[config.mk]
export PLATFORM = sky130hd
export DESIGN_NAME = y86_retire_monitor
export DESIGN_NICKNAME = d
export VERILOG_FILES = /design/src/rtl/y86_pkg.sv /design/src/rtl/y86_sat_counter.sv /design/src/rtl/y86_retire_monitor.sv
export SDC_FILE = /design/constraint.sdc
export NUM_CORES = 1
export LEC_CHECK = 0
export BUFFER_PORTS_ARGS = -buffer_cell sky130_fd_sc_hd__buf_2
export CAP_MARGIN = 0
export CORE_AREA = 2 2 149 151
export CTS_CLUSTER_DIAMETER = 60
export DETAILED_ROUTE_END_ITERATION = 12
export DIE_AREA = 0 0 151 153
export PLACE_DENSITY = 0.76
export SLEW_MARGIN = 20
export SYNTH_ARGS = -nofsm -noshare
export SYNTH_HDL_FRONTEND = slang
export SYNTH_SLANG_ARGS = --single-unit
[constraint.sdc]
create_clock -name clk -period 3.8 [get_ports clk]
set_clock_uncertainty 0.15 [all_clocks]
set_input_delay 0.19 -clock clk [delete_from_list [all_inputs] [get_ports clk]]
set_output_delay 0.19 -clock clk [all_outputs]
set_load 0.01 [all_outputs]
[src/rtl/y86_pkg.sv]
`default_nettype none
// ----------------------------------------------------------------------------
// y86_pkg: status/icode/register constants and retire-monitor FSM state type
// Rev 1.0
// ----------------------------------------------------------------------------
package y86_pkg;

  localparam logic [3:0] SAOK         = 4'd1;
  localparam logic [3:0] SHLT         = 4'd2;
  localparam logic [3:0] SADR         = 4'd3;
  localparam logic [3:0] SINS         = 4'd4;
  localparam logic [3:0] STAT_TIMEOUT = 4'hF;

  localparam logic [3:0] IHALT        = 4'd0;
  localparam logic [3:0] INOP         = 4'd1;

  localparam logic [3:0] RNONE        = 4'hF;

  typedef enum logic [1:0] {
    ST_RUN   = 2'd0,
    ST_DRAIN = 2'd1,
    ST_DONE  = 2'd2
  } mon_state_e;

  function automatic logic is_terminal(input logic [3:0] stat);
    return (stat == SHLT) || (stat == SADR) || (stat == SINS);
  endfunction

endpackage
`default_nettype wire

[src/rtl/y86_sat_counter.sv]
`default_nettype none
// ----------------------------------------------------------------------------
// y86_sat_counter: adds 0..2 per enabled cycle, sticks at all-ones
// Rev 1.0
// ----------------------------------------------------------------------------
module y86_sat_counter #(
  parameter int W = 32
) (
  input  logic         clk,
  input  logic         rst_n,
  input  logic         clr,
  input  logic         en,
  input  logic [1:0]   inc,
  output logic [W-1:0] q
);

  logic [W:0] w_sum;

  // One extra bit catches the carry so an add of 2 near the top saturates too.
  assign w_sum = {1'b0, q} + (W + 1)'(inc);

  always_ff @(posedge clk or negedge rst_n) begin
    if (!rst_n) begin
      q <= '0;
    end else if (clr) begin
      q <= '0;
    end else if (en) begin
      q <= w_sum[W] ? '1 : w_sum[W-1:0];
    end
  end

endmodule
`default_nettype wire

[src/rtl/y86_retire_monitor.sv]
`default_nettype none
// ----------------------------------------------------------------------------
// y86_retire_monitor: W-stage retire statistics, termination capture and watchdog
// Rev 1.0
// ----------------------------------------------------------------------------
module y86_retire_monitor
  import y86_pkg::*;
#(
  parameter int CNT_W        = 32,
  parameter int DRAIN_CYCLES = 4,
  parameter int WDOG_CYCLES  = 1024
) (
  input  logic             clk,
  input  logic             rst_n,
  input  logic             clear,
  input  logic [3:0]       W_icode,
  input  logic [3:0]       W_stat,
  input  logic [3:0]       W_dstE,
  input  logic [3:0]       W_dstM,
  input  logic             W_stall,
  input  logic             F_stall,
  input  logic             D_bubble,
  input  logic             E_bubble,
  output logic [CNT_W-1:0] cycle_cnt,
  output logic [CNT_W-1:0] retired_cnt,
  output logic [CNT_W-1:0] nop_cnt,
  output logic [CNT_W-1:0] regwr_cnt,
  output logic [CNT_W-1:0] stall_cnt,
  output logic [CNT_W-1:0] bubble_cnt,
  output logic [3:0]       final_stat,
  output logic             timeout,
  output logic             done
);

  localparam int DRAIN_W = (DRAIN_CYCLES > 1) ? $clog2(DRAIN_CYCLES) : 1;
  localparam int WDOG_W  = (WDOG_CYCLES > 1) ? $clog2(WDOG_CYCLES) : 1;
  localparam int N_CNT   = 6;

  mon_state_e         r_state;
  mon_state_e         w_state_nxt;
  logic [DRAIN_W-1:0] r_drain_cnt;
  logic [WDOG_W-1:0]  r_idle_cnt;

  logic w_in_run;
  logic w_terminal;
  logic w_slot_valid;
  logic w_retire;
  logic w_nop;
  logic w_wdog_exp;
  logic w_drain_last;
  logic [1:0] w_regwr_inc;

  logic [1:0]       w_inc [N_CNT];
  logic [CNT_W-1:0] w_cnt [N_CNT];

  assign w_in_run     = (r_state == ST_RUN);
  assign w_terminal   = w_in_run && is_terminal(W_stat);
  assign w_slot_valid = !W_stall && (W_stat == SAOK);
  assign w_retire     = w_slot_valid && (W_icode != INOP);
  assign w_nop        = w_slot_valid && (W_icode == INOP);
  assign w_regwr_inc  = {1'b0, w_slot_valid && (W_dstE != RNONE)}
                      + {1'b0, w_slot_valid && (W_dstM != RNONE)};

  assign w_wdog_exp   = (WDOG_CYCLES != 0) && w_in_run && !w_slot_valid
                      && (r_idle_cnt == WDOG_W'(WDOG_CYCLES - 1));
  assign w_drain_last = (DRAIN_CYCLES == 0)
                      || (r_drain_cnt == DRAIN_W'(DRAIN_CYCLES - 1));

  // Counter order: cycle, retired, nop, regwr, stall, bubble.
  assign w_inc[0] = 2'd1;
  assign w_inc[1] = {1'b0, w_retire};
  assign w_inc[2] = {1'b0, w_nop};
  assign w_inc[3] = w_regwr_inc;
  assign w_inc[4] = {1'b0, F_stall};
  assign w_inc[5] = {1'b0, D_bubble || E_bubble};

  for (genvar gi = 0; gi < N_CNT; gi++) begin : g_cnt
    y86_sat_counter #(.W(CNT_W)) u_cnt (
      .clk   (clk),
      .rst_n (rst_n),
      .clr   (clear),
      .en    (w_in_run),
      .inc   (w_inc[gi]),
      .q     (w_cnt[gi])
    );
  end

  assign cycle_cnt   = w_cnt[0];
  assign retired_cnt = w_cnt[1];
  assign nop_cnt     = w_cnt[2];
  assign regwr_cnt   = w_cnt[3];
  assign stall_cnt   = w_cnt[4];
  assign bubble_cnt  = w_cnt[5];

  always_ff @(posedge clk or negedge rst_n) begin
    if (!rst_n) begin
      r_state <= ST_RUN;
    end else begin
      r_state <= w_state_nxt;
    end
  end

  // Terminal status is checked before the watchdog so it wins a same-cycle tie.
  always_comb begin
    w_state_nxt = r_state;
    unique case (r_state)
      ST_RUN: begin
        if (w_terminal) begin
          w_state_nxt = (DRAIN_CYCLES == 0) ? ST_DONE : ST_DRAIN;
        end else if (w_wdog_exp) begin
          w_state_nxt = ST_DONE;
        end
      end
      ST_DRAIN: begin
        if (w_drain_last) begin
          w_state_nxt = ST_DONE;
        end
      end
      default: w_state_nxt = ST_DONE;
    endcase
    if (clear) begin
      w_state_nxt = ST_RUN;
    end
  end

  always_comb begin
    done = (r_state == ST_DONE);
  end

  always_ff @(posedge clk or negedge rst_n) begin
    if (!rst_n) begin
      final_stat  <= SAOK;
      timeout     <= 1'b0;
      r_idle_cnt  <= '0;
      r_drain_cnt <= '0;
    end else if (clear) begin
      final_stat  <= SAOK;
      timeout     <= 1'b0;
      r_idle_cnt  <= '0;
      r_drain_cnt <= '0;
    end else begin
      if (w_terminal) begin
        final_stat <= W_stat;
      end else if (w_wdog_exp) begin
        final_stat <= STAT_TIMEOUT;
        timeout    <= 1'b1;
      end
      if (w_in_run) begin
        r_idle_cnt  <= w_slot_valid ? '0 : r_idle_cnt + 1'b1;
        r_drain_cnt <= '0;
      end else if ((r_state == ST_DRAIN) && !w_drain_last) begin
        r_drain_cnt <= r_drain_cnt + 1'b1;
      end
    end
  end

endmodule
`default_nettype wire

==> results.cfg <==
[outcome]
status = finished clean

[synthesis]
yosysTopAreaCell = dfrtp_1
synth.avg_cell_area_um2 = 8.95
synth-edff-count = 0
synth_area_leaders = dfrtp_1, nor2_1, nor3_1, a21oi_1, a31oi_1
ys.flop_type = dfrtp_1
synthesis.nets = 1337
yosys_warnings = 0
synth_cell_types = 71
synth.top_cell.area_share_pct = 45.1
netlist_instances = 1301
async_flop_share_pct = 100
yosys_register_bits = 211
yosysSeqAreaShare_pct = 45.3
netlist_area_um2 = 11600

[sta]
hold_viol = 0
fin_setup_tns_ps = 0
worst_pin_slew_ps = 1090
period_minus_slack_ps = 3540
hold_slack_ps = 43.9
slew_headroom_pct = 27.1
maxSlewViolCount = 0
setup_viol = 0
finalCritPeriodShare_pct = 93.3
rsz0062_at_grt = no
max_freq_mhz = 282

[worst_setup_path]
r2r_slack_ps = 840
worstPathRequired_ps = 4060
cp-start-kind = primary input
critical_path_class = in -> reg
crit_path_end_kind = flop
cp.arrival_ps = 3810
crit_fanout = 7

[cts]
cts_resized = 0
ctsHoldBuffers = 5
cts_buffers = 24
cts_sinks = 211
htreeDepth = 1
clk_pin_slew_ps = 60
cts_root_buf = clkbuf_16
clockBufferDepth = 3
insertion_delay_ps = 520
cts_tree = done
cts_setup_buffers = 0

[detailed_routing]
routed_wl_um = 32700
dr.pass1.iters = 5
remaining_drc_errors = 0
viasPerCell = 6.31
vias = 11408
drtIter0Drc = 970
avgRoutedWirePerCell_um = 18.1
ant_nets = 0

[floorplan]
num_rows = 54
die_w_um = 151
core_um2 = 21500
die_area_um2 = 23100
io_pins = 221
die_y_um = 153
start_util_pct = 54.2

[finish]
layout.area.seq_um2 = 5280
drive_gt1_share_pct = 21.5
diodes = 0
final_common_cell = buf_2
multi_input_area_um2 = 6040
fill_cells = 1831
areaGrowthSynthToFinish_pct = 19.1
final_util_pct = 64.6
layout_common_cells = buf_2, dfrtp_1, nor2_1
layout.nets = 1547
fin_area_um2 = 13900

[place]
dpl_cell_area_um2 = 13000
io_buffers = 220
dp_hpwl_um = 22200
gp_congestion = 0.864

[pwr]
p_per_area_nw_per_um2 = 359
power_w = 0.00498
vdd_drop_max_mv = 0.281
cellLeakagePower_nw = 6.42

[global_routing]
grt-ovfl-total = 0
grt_pass1_vias = 10421
grt_use_total_pct = 27.8
grt_max_degree = 114
grt_first_pass_wirelength_um = 53600
grt_antenna_before_repair = 0

[run]
maxCapViolations = 0

[worst_hold_path]
hp-class = in -> reg
cells by family (layout without fill, tap and decap cells):
logic type / count (synthesis) / in the layout / synth area share [%]
AO/OA/AOI/OAI: 305 / 305 / 16.7
adder cells (fa/ha/maj): 13 / 13 / 1.46
AND/OR/NAND/NOR: 680 / 680 / 32.4
buffers and inverters: 78 / 306 / 2.86
multiplexers: 11 / 11 / 0.956
XOR/XNOR: 3 / 3 / 0.226
flip-flops: 211 / 211 / 45.3
sequential cells by signal, summed over array words and instances, names as in the netlist:
register and flops:
timeout 1, r_state 2, final_stat 4, r_idle_cnt 10
r_drain_cnt 2, g_cnt.u_cnt.q 192
where the power goes:
group          switching (W)  internal, W
logic               0.000202    0.0000824
registers          0.0000296      0.00227
clock network       0.000939      0.00145
total                0.00117      0.00381
worst paths after layout:
path / start / endpoint / depth (start not counted)
max: W_stat[3] / g_cnt[3].u_cnt.q[4] / 15
max reg2reg: g_cnt[5].u_cnt.q[0] / g_cnt[5].u_cnt.q[21] / 8
min in group asynchronous: rst_n / g_cnt[5].u_cnt.q[4] / 2
min reg2reg: r_idle_cnt[6] / r_idle_cnt[6] / 1
max in group asynchronous: rst_n / g_cnt[4].u_cnt.q[24] / 3
min: D_bubble / g_cnt[5].u_cnt.q[0] / 5
per-layer routing:
metal	share of wire [%]	global-route usage (%)	up-vias
li1	-	-	5372
met1	43	39.4	5537
met2	47	44.3	449
met5	0	0	-
met4	2.4	8.23	0
met3	7.3	4.33	50
stage by stage:
stage | setup slack [ps] | std cells
after floorplan | 867 | 1301
after global placement | 489 | 1760
after detailed placement | 393 | 1760
after CTS | 335 | 1809
after global routing | 16.0 | 1809
final | 255 | 1809
cell usage after synthesis, types with 3 or more instances:
master and instances:
ha_1 12, inv_1 23, nor2b_1 8, and3_1 51
nand4_2 6, buf_1 5, nand2b_1 9, nor2_1 165
a21oi_1 77, o21ai_0 59, a41oi_1 10, mux2i_1 10
or3_1 8, nor4b_1 4, nor3_2 9, nand3_1 70
nor4_1 18, and2_1 16, nor4_2 10, o31ai_1 5
nand3_2 3, a311oi_1 30, nand4_1 39, dfrtp_1 210
buf_2 11, clkbuf_1 34, o211a_1 5, o21a_1 5
nor3_1 111, buf_4 3, nor4_4 6, a211oi_1 36
a31oi_1 58, and4_1 29, o21bai_1 4, nor2_2 8
nand2_1 90
worst max-delay path, stage by stage:
cell,delay (ps)
dlygate4sd3_1,540
buf_2,150
nand2b_1,150
nor4_2,240
buf_4,220
nand2_1,80
fa_1,400
inv_1,80
ha_1,220
nand3_1,100
nor2_1,330
nand2_1,280
nor2_1,440
nor2_1,120
a211oi_1,270
final cells by class:
| type | instances | area share [%] |
|---|---|---|
| multi-input combinational | 1012 | 43.6 |
| sequential | 211 | 38.1 |
| timing repair buffer | 239 | 9.35 |
| clock buffer | 37 | 5.27 |
| tap | 280 | 2.53 |
| inverter | 23 | 0.622 |
| clock inverter | 7 | 0.613 |
Power figures use the tool's default switching activity.
